<file path="src/rtl/tcm_dump_reader.sv">
// Streams DTCM rows (bank A bytes 0-7, bank B bytes 8-15) out as a byte stream.
// Optional trailing mod-256 checksum byte when TCM_DUMP_CHECKSUM_EN is defined.
module tcm_dump_reader #(
  parameter int AW = 12,
  parameter int CW = 16
) (
  input  logic          CLK,
  input  logic          RSTn,
  input  logic          start,
  input  logic [AW-1:0] start_row,
  input  logic [CW-1:0] row_cnt,
  output logic          busy,
  output logic          done,
  output logic          dtcm_ren,
  output logic [AW-1:0] dtcm_addr,
  input  logic [63:0]   dtcm_a_rdata,
  input  logic [63:0]   dtcm_b_rdata,
  output logic          dout_valid,
  output logic [7:0]    dout_data,
  input  logic          dout_ready,
  output logic [2:0]    o_dbg_state
);

  // Stream handshake: a byte transfers on a cycle where dout_valid and
  // dout_ready are both high; dout_data holds while valid is high and ready low.

  localparam logic [2:0] IDLE = 3'd0;
  localparam logic [2:0] READ = 3'd1;
  localparam logic [2:0] WAIT = 3'd2;
  localparam logic [2:0] SEND = 3'd3;
  localparam logic [2:0] CSUM = 3'd4;
  localparam logic [2:0] FIN  = 3'd5;

  logic [2:0]    r_state;
  logic [AW-1:0] r_row;
  logic [CW-1:0] r_cnt;
  logic [127:0]  r_buf;
  logic [3:0]    r_idx;
  logic          w_xfer;
  logic [7:0]    w_byte;
  logic [7:0]    w_sum;

`ifdef TCM_DUMP_CHECKSUM_EN
  logic [7:0]    r_sum;
  assign w_sum = r_sum;
`else
  assign w_sum = 8'h00;
`endif

  assign w_byte      = r_buf[{r_idx, 3'b000} +: 8];
  assign w_xfer      = dout_valid && dout_ready;
  assign busy        = (r_state == READ) || (r_state == WAIT) ||
                       (r_state == SEND) || (r_state == CSUM);
  assign done        = (r_state == FIN);
  assign dtcm_ren    = (r_state == READ);
  assign dtcm_addr   = r_row;
  assign dout_valid  = (r_state == SEND) || (r_state == CSUM);
  assign o_dbg_state = r_state;

  always_comb begin
    dout_data = 8'h00;
    if (r_state == SEND)      dout_data = w_byte;
    else if (r_state == CSUM) dout_data = w_sum;
  end

  always_ff @(posedge CLK or negedge RSTn) begin
    if (!RSTn) begin
      r_state <= IDLE;
      r_row   <= '0;
      r_cnt   <= '0;
      r_buf   <= '0;
      r_idx   <= '0;
`ifdef TCM_DUMP_CHECKSUM_EN
      r_sum   <= '0;
`endif
    end else begin
      case (r_state)
        IDLE: begin
          if (start) begin
            r_row   <= start_row;
            r_cnt   <= row_cnt;
            r_idx   <= '0;
`ifdef TCM_DUMP_CHECKSUM_EN
            r_sum   <= '0;
`endif
            r_state <= (row_cnt != '0) ? READ : FIN;
          end
        end
        READ: r_state <= WAIT;
        WAIT: begin
          r_buf   <= {dtcm_b_rdata, dtcm_a_rdata};
          r_idx   <= '0;
          r_state <= SEND;
        end
        SEND: begin
          if (w_xfer) begin
`ifdef TCM_DUMP_CHECKSUM_EN
            r_sum <= r_sum + w_byte;
`endif
            if (r_idx == 4'd15) begin
              r_idx <= '0;
              r_row <= r_row + 1'b1;
              if (r_cnt == CW'(1)) begin
                r_cnt <= '0;
`ifdef TCM_DUMP_CHECKSUM_EN
                r_state <= CSUM;
`else
                r_state <= FIN;
`endif
              end else begin
                r_cnt   <= r_cnt - 1'b1;
                r_state <= READ;
              end
            end else begin
              r_idx <= r_idx + 1'b1;
            end
          end
        end
        CSUM: if (w_xfer) r_state <= FIN;
        FIN:  r_state <= IDLE;
        default: r_state <= IDLE;
      endcase
    end
  end

endmodule

</file>
<file path="config.mk">
export PLATFORM = sky130hd
export DESIGN_NAME = tcm_dump_reader
export DESIGN_NICKNAME = d
export VERILOG_FILES = /design/src/rtl/tcm_dump_reader.sv
export SDC_FILE = /design/constraint.sdc
export NUM_CORES = 1
export LEC_CHECK = 0
export BUFFER_PORTS_ARGS = -buffer_cell sky130_fd_sc_hd__buf_2
export CAP_MARGIN = 5
export CORE_MARGIN = 10
export CORE_UTILIZATION = 45
export CTS_CLUSTER_DIAMETER = 40
export DETAILED_ROUTE_END_ITERATION = 16
export PLACE_DENSITY = 0.65
export SLEW_MARGIN = 20
export SYNTH_ARGS = -nofsm -noshare
export SYNTH_HDL_FRONTEND = slang
export SYNTH_SLANG_ARGS = --single-unit
</file>
<file path="constraint.sdc">
create_clock -name CLK -period 2.4 [get_ports CLK]
set_input_delay 0.12 -clock CLK [delete_from_list [all_inputs] [get_ports CLK]]
set_output_delay 0.12 -clock CLK [all_outputs]
set_load 0.02 [all_outputs]
</file>
=== Word-level counts from Yosys, hierarchy flattened ===
Cells that the tools add are included.

* $add $sub $neg: 3
* Multiply operators: 0
* Divide/modulo/power cells: 0
* $lt $le $gt $ge: 0
* Eq/ne operators: 11
* Shift operators: 1
* Muxes and demuxes: 21
* Bitwise operators: 0
* Reduce and logical (&&, ||, !) cells: 12

{| class="wikitable"
|+ Operators with widths
! cell !! count
|-
| variable part select 128 x 8 -> 8 bit || 1
|-
| 2-to-1 mux 16 bit || 4
|-
| 2-to-1 mux 12 bit || 3
|-
| one-hot mux 16 bit (2 select lines) || 1
|-
| one-hot mux 12 bit (2 select lines) || 1
|-
| 2-to-1 mux 3 bit || 6
|-
| == test 16 x 1 -> 1 bit (second input constant) || 1
|-
| nonzero test 16 bit || 1
|-
| subtractor 16 x 1 -> 16 bit (second input constant) || 1
|-
| one-hot mux 3 bit (5 select lines) || 1
|-
| adder 12 x 1 -> 12 bit (second input constant) || 1
|-
| 2-to-1 mux 4 bit || 3
|-
| one-hot mux 4 bit (3 select lines) || 1
|-
| 2-to-1 mux 8 bit || 1
|-
| AND reduction 4 bit || 2
|-
| == test 3 x 2 -> 1 bit (second input constant) || 2
|-
| == test 3 bit (second input constant) || 2
|-
| != test 2 bit (second input constant) || 3
|-
| adder 4 x 1 -> 4 bit (second input constant) || 1
|-
| == test 4 bit (second input constant) || 1
|-
| logical OR 1 bit || 4
|-
| == test 3 x 1 -> 1 bit (second input constant) || 1
|-
| logical NOT 3 bit || 1
|-
| AND reduction 3 bit || 1
|-
| 4 further kinds || 4
|}

* Flip-flop bits (word level): 163
* Bits in latches: 0
* RAM bits: 0
* ROM bits: 0
* Bits of input ports: 160
* Output and inout bits: 27
* Word-level logic and storage cells: 53
* Memories: 0

=== Logic depth before layout (Yosys ltp) ===
Gate-level depths: netlist of the first run.

* Depth in word-level cells: 5
* Gate-level depth with buffers: 8
* Depth with buffers taken out: 7

=== Worst setup path after synthesis of the first run ===
No wires, ideal clock.

* Kind: register to output
* Start: register r_idx[0]
* End: output dout_data[0]
* Arrival: 1.915 ns
* Required time: 2.280 ns
* Path slack: 0.365 ns
* Cell stages (with the launch flop): 6
* Path buffers: 2
* Path through: dfrtp_1 > buf_4 > buf_4 > mux4_2 > mux4_2 > and2_1

* Cells in the longest elaborated chain, start to end: 2

{| class="wikitable"
|+ Ends and longest elaborated chain
! item !! RTL line !! RTL
|-
| start, declared || 38 || <nowiki>logic [3:0] r_idx;</nowiki>
|-
| start signal, assigned || 115 || <nowiki>r_idx <= r_idx + 1'b1;</nowiki>
|-
| variable part select 128 x 8 -> 8 bit || 50 || <nowiki>assign w_byte = r_buf[{r_idx, 3'b000} +: 8];</nowiki>
|-
| 2-to-1 mux 8 bit || 62 || <nowiki>if (r_state == SEND) dout_data = w_byte;</nowiki>
|-
| end, declared || 19 || <nowiki>output logic [7:0] dout_data,</nowiki>
|}

No other way between the ends.

=== Worst setup path after layout of the first run ===
* Start: register r_idx[0]
* End: output dout_data[6]

Same word-level chain as after synthesis.

==> impl_metrics.tcl, run 1 <==
set metrics [dict create \
    outcome "finished, violations left" \
    violations "setup timing" \
    syn_area_mm2 0.00798 \
    placed_cells 1003 \
    slowest_delay_ps 530 \
    critPathCaptureType "output port" \
    start_util_pct 46.0 \
    yosys.area_share.simple_pct 7.96 \
    root_buffer "clkbuf_16" \
    grt_pass1_vias 7379 \
    fin_skew_ps 9.74 \
    die_w_um 153 \
    top_usage_layer "met2" \
    avgSynthCellArea_um2 13.1 \
    setup_viol 3 \
    worst-path-max-fanout 7 \
    grt_pass1_wl_um 40600 \
    async_reset_ff_share_pct 100 \
    place_congestion 0.848 \
    slowest_stage "mux4_2" \
    crit_type "reg -> out" \
    insertion_delay_ps 420 \
    clkTransAtPathRegs_ps 70 \
    critPathMostFrequentCell "mux4_2" \
    io_pins 187 \
    seq_area_frac_synth_pct 51.1 \
    placed_area_mm2 0.00930 \
    final.setup.worst_slack_ps -38.8 \
    r2r-end "r_cnt[12]" \
    rows 48 \
    syn2layout_area_growth_pct 43.9 \
    synth-compound-area-share_pct 7.87 \
    r2r_setup_slack_ps 130 \
    period_needed_ps 2440 \
    place_ws_ps 230 \
    synthMuxAreaShare_pct 29.4 \
    wl_per_cell_um 21.3 \
    crit_start "r_idx[0]" \
    fin_nets 1106 \
    cp-endpoint "dout_data[6]" \
    clock_path_buffers 2 \
    critPathArrivalTime_ps 2320 \
    die_area_mm2 0.0235 \
    synth_seq_cells 163 \
    die_h_um 153 \
    drc 0 \
    crit_path_cell_trace "buf_12 -> mux4_2 -> mux4_2 -> and2_4 -> buf_6" \
    yosysWarningCount 0 \
    cts_buffers 17 \
    synth-main-ff-cell "dfrtp_1" \
    antenna_found_initial 2 \
    slew_violations 0 \
    io_buffers 186 \
    met1_usage_pct 26.7 \
    synth.distinct_cells 57 \
    hold_path.class "in -> reg" \
    synth_edf_count 0 \
    p_total_mw 12.3 \
    vdd_drop_max_mv 0.916 \
    rsz0062_at_grt "true" \
    syn-instance-count 608 \
    cts_sinks 163 \
    slew_headroom_pct 58.7 \
    stdcell_area_mm2 0.0115 \
    worstMarginPinSlew_ps 620 \
    hold_viol 0 \
    drt-total-wl_um 25100 \
    synth_fa_ha_area_share_pct 0.627 \
    crit_path_start_kind "register" \
    pwr_density_cell_mw_per_mm2 1070 \
    drv_cap 0 \
    grt_max_degree 65 \
    r2r-start "r_idx[0]" \
    p_leak_nw 5.04 \
    post-route-period-util_pct 102 \
    ant_nets 0 \
    viasPerCell 5.55 \
    cp.required_ps 2280 \
    hpwl_um 16700 \
    core_area_mm2 0.0174 \
    grt.total_usage_pct 21.5 \
    reg2reg_depth 7 \
    dr.pass1.iters 4 \
    drive_above_1_share_pct 45.8 \
    synth_top_family_by_area "multiplexers" \
    num_vias 6560 \
    grt_remaining_overflow 0 \
    cts_tree "built" \
    fillCellCount 1252 \
    gr-usage-met3_pct 5.70 \
    instances_no_fill 1182 \
    htree_levels 4 \
    use_met2_pct 35.7 \
    synth_nets 772 \
    fmax_ghz 0.410 \
    drtIter0Drc 407 \
    synthXorXnorAreaFrac_pct 0.110 \
]
worst max-delay path, delay by kind of cell (launching register included):
family | cells | cell delay, ps
buffers and inverters | 2 | 280
DFF | 1 | 430
muxes | 2 | 1010
and+or+nand+nor | 1 | 160
registers in the layout, summed over array words and instances (netlist names):
| register | flops |
|---|---|
| r_buf | 128 |
| dtcm_addr | 12 |
| r_idx | 4 |
| r_cnt | 16 |
| o_dbg_state | 3 |
per-layer routing:
layer,up-vias,wire (um)
met5,-,0
met4,0,495
met3,41,1800
met2,271,12500
met1,3278,10300
li1,2970,-
cell type report:
type                       instances  area (um^2)  area share [%]
timing repair buffer             358         2720            23.7
clock buffer                      19          443            3.85
antenna                            2         5.00          0.0436
multi-input combinational        392         3770            32.8
clock inverter                    13          151            1.32
inverter                          10         37.5           0.327
sequential                       163         4080            35.5
tap                              225          282            2.45
cells in the final DEF, fill, tap and decap left out, types with 4 or more instances in the layout:
cell type and count:
inv_1 10, clkinv_4 4, nor4_1 5, mux2_2 128, nor3_1 10, nor2_1 14, a32oi_1 4, ha_1 4
nand3_1 16, a21oi_1 22, buf_2 181, nand2_1 30, dfrtp_1 161, o31ai_1 7, buf_4 23, mux2i_1 4
mux2i_2 4, o22ai_1 12, mux4_2 35, dlygate4sd3_1 140, clkbuf_16 18, mux2i_4 4, nand2b_1 5, a2bb2oi_1 5
buf_12 6, buf_6 5, o21ai_0 23
per-stage QoR:
step / hold slack, ps / TNS, ps / utilization, %
after CTS: 11.9 / -373 / 66.0
after global placement: 141 / 0 / 53.6
final: 29.0 / -75.3 / 66.2
after detailed placement: 146 / 0 / 53.6
after global routing: 45.4 / -472 / 66.2
after floorplan: -176 / 0 / -
Yosys cell counts (7+ instances only):
master / number / area share [%]
inv_1: 10 / 0.47
o31ai_1: 7 / 0.66
clkbuf_1: 18 / 0.85
mux4_2: 35 / 9.9
nor2_1: 16 / 0.75
a21oi_1: 22 / 1.4
o21ai_0: 23 / 1.4
nand3_1: 16 / 1.0
dfrtp_1: 163 / 51
mux2_2: 128 / 18
buf_2: 20 / 1.3
nor3_1: 10 / 0.63
nand2_1: 30 / 1.4
o22ai_1: 13 / 1.0
mux2i_1: 12 / 1.5
kinds of logic (layout without fill, tap and decap cells):
family / count (synthesis) / after routing
adders and majority gates: 4 / 4
xor gates and xnor gates: 1 / 1
AOI/OAI and AO/OA: 98 / 98
buffers and inverters: 53 / 400
other: 0 / 2
and+or+nand+nor: 114 / 114
DFF: 163 / 163
muxes: 175 / 175
what timing repair did:
item / 4_1_cts / 5_1_grt
endpoints found under the hold margin: 199 / 0
setup buffers: 2 / 1
cloned: 2 / 0
hold buffers: 140 / 0
endpoints found under the setup margin: 8 / 11
pin swaps: 2 / 1
gates resized for setup: 23 / 7
power by group:
| part | internal, mW | total, mW | switching, mW | leakage, nW |
|---|---|---|---|---|
| combinational | 2.77 | 4.81 | 2.04 | 2.77 |
| clock | 1.58 | 2.76 | 1.18 | 0.287 |
| sequential | 3.93 | 4.72 | 0.785 | 1.98 |
| total | 8.29 | 12.3 | 4.00 | 5.04 |
how the worst min path moves through the flow:
stage	to	depth (start not counted)	startpoint
detailed placement	r_cnt[10]	1	RSTn
global placement	r_cnt[9]	1	RSTn
global route	dtcm_addr[3]	3	start_row[3]
finish	r_cnt[6]	3	row_cnt[6]
floorplan	dtcm_addr[0]	0	RSTn
CTS	r_cnt[6]	3	row_cnt[6]
No activity file was read; power rests on OpenSTA's default activity.
==> run 2: changes to the inputs <==
MAX_ROUTING_LAYER = met4   (was not set)
==> impl_metrics.tcl, run 2 (synthesis results as in run 1) <==
set metrics [dict create \
    start_util_pct 46.0 \
    grt_remaining_overflow 0 \
    crit_path_cell_trace "buf_12 -> mux4_2 -> mux4_2 -> and2_4 -> buf_6" \
    die_area_mm2 0.0235 \
    period_needed_ps 2460 \
    final_common_cell "buf_2" \
    grt_max_degree 70 \
    io_buffers 186 \
    placed_cells 997 \
    htree_levels 4 \
    p_total_mw 12.5 \
    rows 48 \
    fin_nets 1099 \
    pwr_density_cell_mw_per_mm2 1090 \
    most-common-layout-cells "buf_2, dfrtp_1, dlygate4sd3_1" \
    core_area_mm2 0.0174 \
    grt_pass1_vias 7192 \
    grt.total_usage_pct 21.9 \
    critPathCaptureType "output port" \
    hold_path.class "in -> reg" \
    antenna_found_initial 0 \
    drv_cap 0 \
    slowest_delay_ps 530 \
    hold_viol 0 \
    drt-total-wl_um 25300 \
    die_w_um 153 \
    postLayoutCoreUtil_pct 66.0 \
    clkTransAtPathRegs_ps 60 \
    cts_sinks 163 \
    violations "setup timing" \
    clock_path_buffers 2 \
    cts_buffers 17 \
    critPathMostFrequentCell "mux4_2" \
    crit_type "reg -> out" \
    p_leak_nw 5.03 \
    reg2reg_depth 7 \
    diodes 0 \
    worstMarginPinSlew_ps 698 \
    viasPerCell 5.61 \
    root_buffer "clkbuf_16" \
    ant_nets 0 \
    crit_path_start_kind "register" \
    worst-path-max-fanout 7 \
    hold_depth 3 \
    dr.pass1.iters 5 \
    final.setup.worst_slack_ps -60.2 \
    slowest_stage "mux4_2" \
    post-route-period-util_pct 103 \
    drc 0 \
    slew_violations 0 \
    critPathArrivalTime_ps 2340 \
    largest-register "r_buf" \
    place_congestion 0.906 \
    cp.required_ps 2280 \
    grt_pass1_wl_um 40100 \
    syn2layout_area_growth_pct 43.6 \
    vdd_drop_max_mv 0.885 \
    setup_viol 3 \
    io_pins 187 \
    instances_no_fill 1173 \
    num_vias 6584 \
    largest_reg_flops 128 \
    fmax_ghz 0.406 \
    die_h_um 153 \
    fin_skew_ps 11.8 \
    hpwl_um 16500 \
    insertion_delay_ps 420 \
    finalSetupTns_ps -144 \
    wl_per_cell_um 21.5 \
    rsz0062_at_grt "true" \
    drtIter0Drc 382 \
    outcome "finished, violations left" \
    cts_tree "built" \
    slew_headroom_pct 53.3 \
    drive_above_1_share_pct 45.5 \
    fillCellCount 1233 \
]
-- run 2: worst paths after layout --
check                                  start           end  slack (ps)
worst max-delay path                r_idx[0]  dout_data[0]         -60
worst min-delay path            start_row[4]  dtcm_addr[4]          30
worst max register to register      r_idx[0]     r_cnt[12]         230
worst min register to register     r_buf[81]     r_buf[81]         500
max in group asynchronous               RSTn     r_buf[11]        1380
min in group asynchronous               RSTn     r_cnt[10]         280
-- run 2: critical path, delay by kind of cell (launching register included) --
family | cells | cell delay [ps]
buffers and inverters | 2 | 280
muxes | 2 | 1030
and+or+nand+nor | 1 | 150
DFF | 1 | 450
-- run 2: metrics by stage --
stage / hold slack, ps / setup WS, ps / cell area (um^2)
6_report: 28.9 / -60.2 / 11500
5_1_grt: 38.0 / -120 / 11500
4_1_cts: 8.34 / -98.0 / 11400
3_5_place_dp: 183 / 244 / 9260
3_3_place_gp: 171 / 292 / 9260
2_1_floorplan: -176 / 365 / 7980
-- run 2: cell type report --
cell class	instances	area [um^2]	area share, %
timing repair buffer	351	2690	23.5
clock buffer	18	429	3.74
inverter	10	37.5	0.327
clock inverter	14	190	1.66
sequential	163	4080	35.6
multi-input combinational	392	3750	32.7
tap	225	282	2.46
-- run 2: timing repair --
| action | CTS | global route |
|---|---|---|
| resized for setup | 20 | 14 |
| hold endpoints to repair | 205 | 0 |
| setup buffers | 2 | 1 |
| setup endpoints to repair | 8 | 8 |
| hold buffers | 139 | 0 |
| gates cloned | 2 | 0 |
| pin swaps | 3 | 0 |
-- run 2: routing by layer --
metal / GRT usage [%] / part of all wire, %
met1: 26.6 / 41
met2: 35.8 / 51
met3: 5.70 / 6.5
met4: 4.95 / 1.3
met5: - / 0
-- run 2: where the power goes --
| group | internal, mW | switching [mW] |
|---|---|---|
| clock network | 1.68 | 1.20 |
| registers | 3.94 | 0.837 |
| logic | 2.80 | 2.04 |
| total | 8.41 | 4.08 |
==> run 3: changes to the inputs <==
BUFFER_PORTS_ARGS = not set   (was -buffer_cell sky130_fd_sc_hd__buf_2)
CORE_ASPECT_RATIO = 1.1   (was not set)
DONT_BUFFER_PORTS = 1   (was not set)
PLACE_DENSITY = 0.56   (was 0.65)
clock period = 2.5 ns   (was 2.4 ns; I/O delays follow)
==> impl_metrics.tcl, run 3 (synthesis results as in run 1) <==
set metrics [dict create \
    r2r-start "r_cnt[1]" \
    start_util_pct 45.5 \
    critPathArrivalTime_ps 2330 \
    setup_viol 0 \
    rsz0062_at_grt "true" \
    core_area_mm2 0.0175 \
    slowest_delay_ps 540 \
    clock_path_buffers 2 \
    die_area_mm2 0.0235 \
    worstMarginPinSlew_ps 790 \
    fin_nets 943 \
    slew_violations 0 \
    final_common_cell "dfrtp_1" \
    postLayoutCoreUtil_pct 60.4 \
    antenna_found_initial 3 \
    worst-path-max-fanout 8 \
    hpwl_um 15600 \
    violations "hold timing" \
    p_total_mw 11.0 \
    cts_hold_buf 156 \
    path_buf_inv 1 \
    most-common-layout-cells "dfrtp_1, dlygate4sd3_1, mux2_2" \
    wl_per_cell_um 21.5 \
    p_leak_nw 4.36 \
    io_pins 187 \
    fin_skew_ps 10.7 \
    slowest_stage "mux4_2" \
    drtIter0Drc 312 \
    grt_max_degree 164 \
    hold_viol 163 \
    period_needed_ps 2460 \
    largest_reg_flops 128 \
    crit_path_start_kind "register" \
    crit_path_cell_trace "buf_12 -> mux4_2 -> mux4_2 -> and2_4" \
    critPathTopFamily "multiplexers" \
    slew_headroom_pct 47.1 \
    ant_nets 0 \
    r2r-end "r_cnt[8]" \
    holdWs_ps -593 \
    placed_cells 833 \
    cts_sinks 163 \
    grt_remaining_overflow 0 \
    post-route-period-util_pct 98.3 \
    hold_path.class "in -> async" \
    die_w_um 147 \
    cp.required_ps 2380 \
    viasPerCell 5.55 \
    insertion_delay_ps 420 \
    drc 0 \
    vdd_drop_max_mv 0.581 \
    io_buffers 0 \
    cts_tree "built" \
    critPathCaptureType "output port" \
    dr.pass1.iters 5 \
    reg2reg_depth 7 \
    num_vias 5724 \
    clkTransAtPathRegs_ps 60 \
    syn2layout_area_growth_pct 32.7 \
    drive_above_1_share_pct 31.2 \
    rows 51 \
    crit_type "reg -> out" \
    drv_cap 0 \
    drt-total-wl_um 22200 \
    root_buffer "clkbuf_16" \
    place_ws_ps 318 \
    pwr_density_cell_mw_per_mm2 1040 \
    grt_pass1_wl_um 35700 \
    outcome "finished, violations left" \
    place_congestion 0.876 \
    grt_pass1_vias 6442 \
    fmax_ghz 0.407 \
    htree_levels 4 \
    final.setup.worst_slack_ps 42.3 \
    r2r_setup_slack_ps 270 \
    grt.total_usage_pct 19.5 \
    die_h_um 160 \
    largest-register "r_buf" \
    instances_no_fill 1032 \
    cts_buffers 17 \
    critPathMostFrequentCell "mux4_2" \
]
-- run 3: what timing repair did --
item,4_1_cts,5_1_grt
cloned,0,1
setup endpoints to repair,8,6
setup buffers,6,2
hold endpoints to repair,324,163
gates resized for setup,3,6
pin swaps,0,1
-- run 3: how the worst max path moves through the flow --
stage          slack [ps]      endpoint  cells after the start  startpoint
2_1_floorplan         460  dout_data[0]                      5    r_idx[0]
3_3_place_gp          340  dout_data[6]                      4    r_idx[0]
3_5_place_dp          320      r_cnt[8]                      7    r_cnt[1]
4_1_cts                 3  dout_data[3]                      4    r_idx[0]
5_1_grt               -10  dout_data[6]                      4    r_idx[0]
6_report               40  dout_data[6]                      4    r_idx[0]
-- run 3: metal layers --
metal | global-route usage, % | share of wire (%)
met1 | 22.9 | 41
met2 | 32.1 | 52
met3 | 6.11 | 6.5
met4 | 4.91 | 0.97
met5 | - | 0
-- run 3: layout make-up --
cell class,count,area (um^2)
diodes,3,7.51
clock buffers,19,433
clock inverters,12,123
fillers,1373,6950
inverters,10,37.5
multi-input cells,392,3700
flip-flops and latches,163,4080
well taps,238,298
repair buffers,195,1920
-- run 3: metrics by stage --
| stage | TNS [ps] | area [um^2] |
|---|---|---|
| detailed placement | 0 | 8370 |
| finish | 0 | 10600 |
| global placement | 0 | 8370 |
| floorplan | 0 | 7980 |
| CTS | 0 | 10500 |
| global route | -18.2 | 10600 |
-- run 3: report_power, final --
part | internal (mW) | switching [mW] | leakage [nW]
registers | 3.78 | 0.758 | 1.98
clock network | 1.39 | 1.08 | 0.273
logic | 2.36 | 1.67 | 2.11
